`config.mk`:
```
export PLATFORM = sky130hd
export DESIGN_NAME = mem_access_unit
export DESIGN_NICKNAME = d
export VERILOG_FILES = /design/src/rtl/mem_access_unit.sv
export SDC_FILE = /design/constraint.sdc
export NUM_CORES = 1
export LEC_CHECK = 0
export BUFFER_PORTS_ARGS = -buffer_cell sky130_fd_sc_hd__buf_2
export CAP_MARGIN = 5
export CORE_MARGIN = 1
export CORE_UTILIZATION = 30
export CTS_CLUSTER_SIZE = 40
export DETAILED_ROUTE_END_ITERATION = 10
export PLACE_DENSITY = 0.64
export SKIP_CTS_REPAIR_TIMING = 1
export SYNTH_ARGS = -nofsm -noshare
export SYNTH_HDL_FRONTEND = slang
export SYNTH_SLANG_ARGS = --single-unit
```
`constraint.sdc`:
```
create_clock -name clk -period 2.1 [get_ports clk]
set_clock_uncertainty 0.05 [all_clocks]
set_input_delay 0.42 -clock clk [delete_from_list [all_inputs] [get_ports clk]]
set_output_delay 0.42 -clock clk [all_outputs]
set_load 0.05 [all_outputs]
```
`src/rtl/mem_access_unit.sv`:
```
// mem_access_unit: MEM stage issuing ready-handshaked loads/stores to the data RAM and stalling the pipeline until each access completes.
module mem_access_unit #(
  parameter int TIMEOUT_CYCLES = 255
) (
  input  logic        clk,
  input  logic        rst,
  input  logic        mem_read_flag_in,
  input  logic        mem_write_flag_in,
  input  logic        mem_sign_ext_flag_in,
  input  logic [3:0]  mem_sel_in,
  input  logic [31:0] mem_write_data_in,
  input  logic [31:0] result_in,
  input  logic        reg_write_en_in,
  input  logic [4:0]  reg_write_addr_in,
  input  logic [31:0] current_pc_addr_in,
  output logic        ram_en,
  output logic [3:0]  ram_write_en,
  output logic [31:0] ram_addr,
  output logic [31:0] ram_write_data,
  input  logic [31:0] ram_read_data,
  input  logic        ram_ready,
  output logic        stall_req,
  output logic        bus_error,
  output logic [31:0] result_out,
  output logic        reg_write_en_out,
  output logic [4:0]  reg_write_addr_out,
  output logic [31:0] current_pc_addr_out
);
  localparam int CW = TIMEOUT_CYCLES > 1 ? $clog2(TIMEOUT_CYCLES) : 1;
  typedef enum logic [1:0] {S_IDLE, S_WAIT, S_RESP} state_t;
  state_t state_q, state_d;
  logic [CW-1:0] cnt_q, cnt_d;
  logic ram_en_d, bus_error_d, is_load_q, is_load_d, sext_q, sext_d, stall;
  logic [3:0] ram_write_en_d, sel_q, sel_d;
  logic [31:0] ram_addr_d, ram_write_data_d, load_q, load_d;
  logic timeout_hit;
  function automatic logic [31:0] rep_data(input logic [3:0] sel, input logic [31:0] d);
    case (sel)
      4'b0001, 4'b0010, 4'b0100, 4'b1000: rep_data = {4{d[7:0]}};
      4'b0011, 4'b1100:                   rep_data = {2{d[15:0]}};
      default:                            rep_data = d;
    endcase
  endfunction
  function automatic logic [31:0] extract(input logic [3:0] sel, input logic sx, input logic [31:0] rd);
    case (sel)
      4'b0001: extract = {{24{sx & rd[7]}},  rd[7:0]};
      4'b0010: extract = {{24{sx & rd[15]}}, rd[15:8]};
      4'b0100: extract = {{24{sx & rd[23]}}, rd[23:16]};
      4'b1000: extract = {{24{sx & rd[31]}}, rd[31:24]};
      4'b0011: extract = {{16{sx & rd[15]}}, rd[15:0]};
      4'b1100: extract = {{16{sx & rd[31]}}, rd[31:16]};
      4'b1111: extract = rd;
      default: extract = 32'h0;
    endcase
  endfunction
  assign timeout_hit = (TIMEOUT_CYCLES != 0) && (cnt_q == CW'(TIMEOUT_CYCLES - 1));
  always_comb begin
    state_d = state_q;
    cnt_d = cnt_q;
    ram_en_d = ram_en;
    ram_write_en_d = ram_write_en;
    ram_addr_d = ram_addr;
    ram_write_data_d = ram_write_data;
    load_d = load_q;
    is_load_d = is_load_q;
    sel_d = sel_q;
    sext_d = sext_q;
    bus_error_d = 1'b0;
    stall = 1'b0;
    result_out = result_in;
    case (state_q)
      S_IDLE: if (mem_read_flag_in | mem_write_flag_in) begin
        stall = 1'b1;
        state_d = S_WAIT;
        cnt_d = '0;
        ram_en_d = 1'b1;
        ram_write_en_d = mem_write_flag_in ? mem_sel_in : 4'b0000;
        ram_addr_d = {result_in[31:2], 2'b00};
        ram_write_data_d = rep_data(mem_sel_in, mem_write_data_in);
        is_load_d = ~mem_write_flag_in;
        sel_d = mem_sel_in;
        sext_d = mem_sign_ext_flag_in;
      end
      S_WAIT: begin
        stall = 1'b1;
        if (ram_ready || timeout_hit) begin
          state_d = S_RESP;
          ram_en_d = 1'b0;
          ram_write_en_d = 4'b0000;
          load_d = ram_ready ? extract(sel_q, sext_q, ram_read_data) : 32'h0;
          bus_error_d = ~ram_ready;
        end else begin
          cnt_d = cnt_q + CW'(1);
        end
      end
      S_RESP: begin
        result_out = is_load_q ? load_q : result_in;
        state_d = S_IDLE;
      end
      default: state_d = S_IDLE;
    endcase
  end
  // stall is masked by reset so an access cut short by reset releases the pipeline at once
  assign stall_req = stall & rst;
  assign reg_write_en_out = reg_write_en_in & ~stall_req;
  assign reg_write_addr_out = reg_write_addr_in;
  assign current_pc_addr_out = current_pc_addr_in;
  always_ff @(posedge clk or negedge rst) begin
    if (!rst) begin
      state_q <= S_IDLE;
      cnt_q <= '0;
      ram_en <= 1'b0;
      ram_write_en <= 4'b0000;
      ram_addr <= 32'h0;
      ram_write_data <= 32'h0;
      load_q <= 32'h0;
      is_load_q <= 1'b0;
      sel_q <= 4'b0000;
      sext_q <= 1'b0;
      bus_error <= 1'b0;
    end else begin
      state_q <= state_d;
      cnt_q <= cnt_d;
      ram_en <= ram_en_d;
      ram_write_en <= ram_write_en_d;
      ram_addr <= ram_addr_d;
      ram_write_data <= ram_write_data_d;
      load_q <= load_d;
      is_load_q <= is_load_d;
      sel_q <= sel_d;
      sext_q <= sext_d;
      bus_error <= bus_error_d;
    end
  end
endmodule
```
Yosys cells after proc, flatten, opt, wreduce, memory -nomap -nowiden
Cells that the tools add are included.
{"block": "word_totals", "regBits": 116, "mem_count": 0, "out_inout_bits": 141, "ramBits": 0, "latchBits": 0, "mem_bits_ro": 0}
{"block": "classes", "n_lt_le_gt_ge": 0, "add_sub_neg": 1, "bitwise": 10, "multipliers": 0, "n_reduce_logical": 10, "shifts": 0, "n_mux": 22, "div_mod_pow": 0, "eq_ne": 19}
{"operator": "32-bit case mux with 7 select lines", "count": 1}
{"operator": "32-bit 2-to-1 mux", "count": 3}
{"operator": "32-bit case mux with 2 select lines", "count": 1}
{"operator": "4-bit equality test, second input constant", "count": 5}
{"operator": "4-bit by 2-bit equality test with 1-bit output, second input constant", "count": 4}
{"operator": "8-bit 2-to-1 mux", "count": 2}
{"operator": "8-bit case mux with 2 select lines", "count": 1}
{"operator": "4-bit 2-to-1 mux", "count": 3}
{"operator": "8-bit by 1-bit adder with 8-bit output, second input constant", "count": 1}
{"operator": "4-bit by 1-bit equality test with 1-bit output, second input constant", "count": 2}
{"operator": "4-bit by 3-bit equality test with 1-bit output, second input constant", "count": 2}
{"operator": "8-bit equality test, second input constant", "count": 1}
{"operator": "4-bit case mux with 2 select lines", "count": 1}
{"operator": "1-bit bitwise AND", "count": 6}
{"operator": "2-bit != test, second input constant", "count": 3}
{"operator": "2-bit AND reduction", "count": 3}
{"operator": "3-bit AND reduction", "count": 2}
{"operator": "1-bit 2-to-1 mux", "count": 5}
{"operator": "2-bit 2-to-1 mux", "count": 2}
{"operator": "1-bit case mux with 2 select lines", "count": 2}
{"operator": "2-bit case mux with 2 select lines", "count": 1}
{"operator": "4-bit OR reduction", "count": 1}
{"operator": "1-bit NOT", "count": 3}
{"operator": "2-bit by 1-bit equality test with 1-bit output, second input constant", "count": 1}
{"operator": "6 further kinds", "count": 6}

Depth between registers and ports, before layout
Gate-level depths: netlist (run 1).
{"block": "logic_depth", "depth_word": 6, "ltp_mapped": 8}

Least setup slack after synthesis (run 1)
OpenSTA, ideal clock, no wires.
{"block": "synth_path", "kind": "input to output", "startpoint": "input mem_read_flag_in", "endpoint": "output reg_write_en_out", "path_stages": 3, "setup_slack_ps": -598, "arrival_ps": 2228, "required_ps": 1630, "n_path_buf": 0, "cell_sequence": "nor3_1 -> nor3b_1 -> nor2b_1"}
{"block": "synth_via", "elab_chain_len": 6}
{"element": "start: declaration", "line": "7", "rtl": "input logic mem_read_flag_in,"}
{"element": "1-bit OR", "line": "72", "rtl": "S_IDLE: if (mem_read_flag_in | mem_write_flag_in) begin"}
{"element": "1-bit 2-to-1 mux", "line": "72"}
{"element": "1-bit case mux with 2 select lines", "line": "71", "rtl": "case (state_q)"}
{"element": "1-bit bitwise AND", "line": "104", "rtl": "assign stall_req = stall & rst;"}
{"element": "named net stall_req", "line": "22", "rtl": "output logic stall_req,"}
{"element": "1-bit NOT", "line": "105", "rtl": "assign reg_write_en_out = reg_write_en_in & ~stall_req;"}
{"element": "1-bit bitwise AND", "line": "105"}
{"element": "end: declaration", "line": "25", "rtl": "output logic reg_write_en_out,"}
The timed path passes the listed nets, and every way through them passes these cells.

Final worst setup path (run 1)
{"block": "layout_path", "startpoint": "register state_q[0]", "endpoint": "output result_out[25]"}
{"block": "layout_via", "elab_chain_len": 2}
{"element": "start: declaration", "line": "31", "rtl": "state_t state_q, state_d;"}
{"element": "start signal: assignment", "line": "122", "rtl": "state_q <= state_d;"}
{"element": "2-bit equality test", "line": "71"}
{"element": "32-bit 2-to-1 mux", "line": "71"}
{"element": "end: declaration", "line": "24", "rtl": "output logic [31:0] result_out,"}
Every way passes these cells.

==> impl_metrics.csv, run 1 <==
group,metric,value,unit
grt,grt_max_degree,117,
layout,fin_area,0.00828,sq mm
grt,grt_busiest_layer,"met2",
yosys,edff_count_synth,0,
sta,tightestPinTransition,1.06,ns
run_status,violations_in_the_final_reports,"negative setup slack",
setup_path,critPathMaxStageDelay,0.41,ns
setup_path,timing.critical_path.arrival,1.83,ns
layout,layout-drive-gt1-share,40.5,%
placement,buffer_ports.inserted,208,
die,fp.dieArea,0.0213,sq mm
layout,design.final.nets,948,
setup_path,worstSetupStartpoint,"state_q[0]",
detailed_routing,wirelength,19.4,mm
run_status,outcome,"complete, but fails checks",
yosys,yosys_register_bits,116,
sta,report.final.setup_viol,32,
power_and_ir_drop,irDropWorstVdd,0.867,mV
sta,min_period,2.30,ns
setup_path,path_cells,"nand3b_1, buf_4, clkbuf_16, mux2_2, buf_6",
yosys,synth.yosys.seq_area_share,46.7,%
cts,sink_count,116,
die,die_w,146,microns
power_and_ir_drop,p_total,13.9,mW
yosys,dominantRegCellSynth,"dfrtp_1",
layout,final-seq-area,0.00291,sq mm
detailed_routing,post_drt_via_cell_ratio,4.89,
yosys,synth-warning-count,0,
setup_path,crit_slowest_cell,"dfrtp_1",
setup_path,timing.critical_path.from_type,"flip-flop",
setup_path,worstSetupPathType,"reg2out",
detailed_routing,total_vias_in_the_final_route,5311,
cts,clock_latency,0.42,ns
sta,post-route-worst-setup-slack,-0.198,ns
grt,antenna_found_initial,0,
grt,grt_pass1_vias,5153,
layout,area_used_by_multi_input_combinational_logic,0.00282,sq mm
flow_run,timing.max_cap.violations,0,
sta,timing.fmax,435,MHz
grt,grt_util_all_layers,18.0,%
setup_path,critPathMaxFanout,8,
cts,clock_pin_slew_reported_for_the_worst_setup_and_hold_paths_after_clock_tree_synthesis,0.06,ns
sta,final.period_utilization,109,%
cts,cts_root_cell,"clkbuf_16",
die,design.portCount,285,
detailed_routing,routed_wire_length_per_instance,17.9,microns
layout,antennaDiodeCount,0,
sta,slew_viols_final,0,
sta,worst_slew_margin_rel,29.2,%
setup_path,worst_setup_path_end_kind,"output pin",
die,initial_core_util,30.6,%
layout,fill_cells,2005,
hold_path,class_of_the_tightest_hold_or_removal_check,"in2async",
setup_path,worstPathRequired,1.63,ns
yosys,async_reset_ff_share,100,%
cts,tritoncts_clock_tree,"yes",
grt,use_met3,5.02,%
yosys,mappedNetlistArea,0.00622,sq mm
detailed_routing,detailedRoute.firstPassIterationCount,4,
cts,num_cts_buffers,17,
cts,ctsLongestPathBuffers,2,
placement,place_congestion,0.886,
placement,hpwlAfterDp,13.4,mm
detailed_routing,drt_drc_violations_left,0,
layout,area.growth.synth_to_final,33.2,%
sta,hold_slack,0.0593,ns
power_and_ir_drop,power_density,1680,mW/mm^2
yosys,postSynthAreaPerCell,9.93,sq um
setup_path,r2r_slack,0.17,ns
detailed_routing,detail_route.iter0.violations,296,
sta,grt_setup_unrepaired,"yes",
setup_path,critPathBufInv,3,
yosys,post_synth_num_cell_types,58,
grt,globalRouteMet1Util,22.8,%
grt,grt_first_pass_wirelength,29.4,mm
yosys,number_of_instances_in_the_synthesized_netlist,626,
die,placeableCoreArea,0.0203,sq mm
sta,finalHoldViolations,0,
power_and_ir_drop,power.static_leakage,3.96,nW
placement,dpl_cell_area,0.00740,sq mm
die,floorplan.die.height,146,microns
grt,grt-ovfl-total,0,
grt,met2_track_usage_gr,28.7,%
die,fp-row-count,52,
cts,clock_tree.htree_level_count,4,
detailed_routing,route.antenna.remaining_nets,0,
setup_path,worstReg2RegStart,"sel_q[2]",
setup_path,timing.critical_path.max_delay_family,"buffers and inverters",
[path summary, 6_finish.rpt]
path                                   to  cells past startpoint
max in group asynchronous        sel_q[1]                      2
min in group clk             ram_addr[27]                      3
hold / removal                   cnt_q[2]                      2
setup / recovery           result_out[25]                      5
hold reg to reg                    ram_en                      1
setup reg to reg               load_q[13]                      6
[Yosys cell counts (all sizes together) (2+ instances only)]
cell type	n	area [sq um]
o211ai	3	27.5
inv	3	11.3
a32o	13	130
nand2	173	649
mux2i	9	90.1
xnor2	2	25.0
nor2b	2	12.5
a22o	7	61.3
nand3	5	25.0
a21oi	3	15.0
o21a	2	15.0
a31oi	16	100
and2	4	25.0
o21ai	17	85.1
nor4b	21	268
nor3	9	45.0
o2bb2ai	33	295
nor2	24	90.1
a22oi	8	60.1
xor2	3	26.3
nor3b	5	47.5
a211oi	2	15.0
or3	2	12.5
mux2	32	360
a221oi	7	61.3
nand4	2	12.5
buf	58	428
dfrtp	116	2900
ha	2	25.0
clkbuf	24	91.3
nand3b	4	42.5
[power breakdown]
group / switching [mW] / leakage, nW / internal, mW
combinational: 4.87 / 2.21 / 2.15
sequential: 0.682 / 1.46 / 3.20
clock: 1.15 / 0.287 / 1.82
total: 6.70 / 3.96 / 7.17
[placed cells by master, fill, tap and decap left out, types with 3 or more instances in the layout]
cell type / instances
a21oi_1: 3
nand3_1: 5
buf_4: 21
dfrtp_1: 114
a32o_1: 13
nand3b_1: 3
nor4b_1: 9
nor4b_2: 10
clkinvlp_4: 3
clkbuf_16: 18
nor3_1: 9
a22o_1: 7
xor2_1: 3
a221oi_1: 7
o21ai_0: 13
buf_2: 174
a22oi_1: 8
buf_12: 9
mux2_2: 32
a31oi_1: 16
buf_6: 32
mux2i_1: 9
inv_6: 3
nor3b_2: 3
nor2_1: 24
nand2_1: 173
inv_1: 3
clkinv_4: 4
o2bb2ai_1: 32
and2_1: 4
[worst register-to-register path, delay by kind of cell, from the launching register on]
kind	cells	cell delay, ns
AND/OR/NAND/NOR	2	0.59
flip-flops	1	0.45
buffers and inverters	2	0.40
AO/OA/AOI/OAI	2	0.35
[per-stage QoR]
stage               setup TNS, ns  utilization [%]  worst slack, ns  std cells
floorplan                       0                -           0.0506        627
global placement                0             36.4            0.146       1048
detailed placement              0             36.4           0.0908       1048
CTS                         -6.66             39.4           -0.245       1080
global route                -7.24             40.8           -0.249       1085
finish                      -5.51             40.8           -0.198       1085
[flip-flops by register name, indices dropped and copies added, names as in the netlist, 2 cells and up]
signal	cells
load_q	32
ram_write_data	32
ram_addr	30
cnt_q	8
ram_write_en	4
sel_q	4
state_q	2
[per-layer routing]
metal | up-vias | routed length (microns)
met3 | 27 | 1510
met1 | 2512 | 8320
li1 | 2551 | -
met5 | - | 0
met2 | 221 | 9150
met4 | 0 | 397
[layout make-up]
type | count | area share, %
clock inverters | 13 | 1.80
multi-input cells | 426 | 34.1
well taps | 270 | 4.08
flip-flops and latches | 116 | 35.1
clock buffers | 19 | 5.47
repair buffers | 238 | 19.3
inverters | 3 | 0.136
[logic make-up after synthesis]
family          share of synthesized area [%]
compound gates                           15.8
xor+xnor                                0.825
fa+ha+maj                               0.403
buf+inv                                  8.53
flops                                    46.7
mux                                      7.25
other cells                            0.0603
simple gates                             20.5
(Power assumes the default switching activity.)
==> run 2: changes to the inputs <==
CORE_MARGIN = 5   (was 1)
==> run 2 against run 1 <==
The run still ends with negative setup slack left. Via count is 0.83% higher. Sequential power about the same. First-iteration DRC count decreased by 29%. Critical path depth unchanged. Die area rose by 11%. Fmax increased by 1.3%. Final cell count down 0.46%. Combinational power about the same. Total power grew 1.1%. Largest power group unchanged. Wire length is 3.9% higher. Non-clock buffer count down 5.
==> impl_metrics.csv, run 2 (synthesis gave the netlist of run 1 again) <==
group,metric,value,unit
setup_path,crit_slowest_cell,"dfrtp_1",
detailed_routing,post_drt_via_cell_ratio,4.96,
grt,grt-ovfl-total,0,
layout,layout_top_registers,"load_q x32, ram_write_data x32, ram_addr x30",
placement,place_congestion,0.856,
placement,place.detailed.instances,1043,
flow_run,timing.max_cap.violations,0,
detailed_routing,route.antenna.remaining_nets,0,
sta,post-route-worst-setup-slack,-0.169,ns
placement,buffer_ports.inserted,208,
sta,min_period,2.27,ns
setup_path,worstSetupPathType,"reg2out",
cts,clock_pin_slew_reported_for_the_worst_setup_and_hold_paths_after_clock_tree_synthesis,0.06,ns
detailed_routing,detailedRoute.firstPassIterationCount,4,
sta,tightestPinTransition,1.06,ns
layout,layout-drive-gt1-share,40.4,%
layout,design.final.nets,943,
cts,clock_latency,0.42,ns
die,die_w,154,microns
setup_path,timing.critical_path.arrival,1.80,ns
die,floorplan.die.height,154,microns
cts,sink_count,116,
detailed_routing,detail_route.iter0.violations,209,
setup_path,worst_setup_path_end_kind,"output pin",
grt,grt_util_all_layers,16.3,%
grt,globalRouteMet1Util,20.2,%
power_and_ir_drop,power_density,1690,mW/mm^2
grt,grt_pass1_vias,5415,
setup_path,path_cells,"nand3b_1, buf_4, clkbuf_16, mux2_2, buf_6",
power_and_ir_drop,power.static_leakage,3.97,nW
setup_path,timing.critical_path.max_delay_family,"buffers and inverters",
cts,tritoncts_clock_tree,"yes",
setup_path,critPathMaxStageDelay,0.40,ns
cts,clock_tree.htree_level_count,4,
sta,worst_slew_margin_rel,29.2,%
cts,num_cts_buffers,17,
run_status,violations_in_the_final_reports,"negative setup slack",
detailed_routing,total_vias_in_the_final_route,5355,
placement,hpwlAfterDp,14.4,mm
run_status,outcome,"complete, but fails checks",
sta,grt_setup_unrepaired,"yes",
sta,setup-tns-final,-4.66,ns
die,fp-row-count,52,
layout,layout_common_cells,"nand2_1 (173), buf_2 (173), dfrtp_1 (114)",
grt,grt_max_degree,117,
grt,use_met3,6.16,%
setup_path,worstPathRequired,1.63,ns
layout,antennaDiodeCount,0,
setup_path,critPathMaxFanout,12,
grt,grt_busiest_layer,"met2",
die,initial_core_util,30.6,%
grt,antenna_found_initial,2,
die,design.portCount,285,
die,placeableCoreArea,0.0203,sq mm
die,fp.dieArea,0.0237,sq mm
setup_path,timing.critical_path.from_type,"flip-flop",
layout,stdcell_count,1080,
grt,met2_track_usage_gr,26.1,%
power_and_ir_drop,irDropWorstVdd,1.12,mV
sta,final.period_utilization,108,%
detailed_routing,drt_drc_violations_left,0,
detailed_routing,routed_wire_length_per_instance,18.6,microns
sta,slew_viols_final,0,
hold_path,class_of_the_tightest_hold_or_removal_check,"in2async",
grt,grt_first_pass_wirelength,30.4,mm
detailed_routing,wirelength,20.1,mm
sta,timing.fmax,441,MHz
sta,report.final.setup_viol,32,
layout,area.growth.synth_to_final,33.8,%
sta,finalHoldViolations,0,
setup_path,critPathBufInv,3,
cts,cts_root_cell,"clkbuf_16",
cts,ctsLongestPathBuffers,2,
==> run 2: area by class of cell <==
type                            instances  area (sq um)
Fill cell                            2008         12000
Tap cell                              270           338
Sequential cell                       116          2910
Timing Repair Buffer                  233          1590
Clock inverter                         14           189
Inverter                                3          11.3
Clock buffer                           18           439
Multi-Input combinational cell        426          2840
==> run 2: final timing paths <==
kind                                from             to  slack [ns]  cells past startpoint
max                           state_q[0]  result_out[0]       -0.17                      5
min                                  rst   ram_addr[23]        0.07                      2
max reg2reg                     sel_q[1]     load_q[12]        0.14                      5
min reg2reg                  ram_addr[5]    ram_addr[5]        0.42                      2
max in group asynchronous            rst       sel_q[2]        1.39                      2
min in group clk           result_in[23]   ram_addr[23]        0.15                      3
==> run 2: where the power goes <==
part	switching [mW]	internal, mW	leakage [nW]
registers	0.697	3.20	1.46
clock network	1.18	1.94	0.309
logic	4.88	2.14	2.20
==> run 2: metrics by stage <==
stage	power [mW]	instance area [sq um]	hold slack, ns	util [%]	worst slack, ns
after detailed placement	10.8	7390	0.407	36.4	-0.0195
after global placement	10.7	7390	0.403	36.4	0.0720
after CTS	14.0	8020	0.124	39.5	-0.228
after global routing	14.8	8320	0.143	41.0	-0.221
final	14.0	8320	0.0674	41.0	-0.169
after floorplan	8.99	6220	0.0744	-	0.0506
==> run 2: routing by layer <==
| layer | wire length, microns | part of all wire, % |
|---|---|---|
| met5 | 25 | 0.12 |
| met4 | 384 | 1.9 |
| met3 | 1770 | 8.8 |
| met2 | 9500 | 47 |
| met1 | 8440 | 42 |
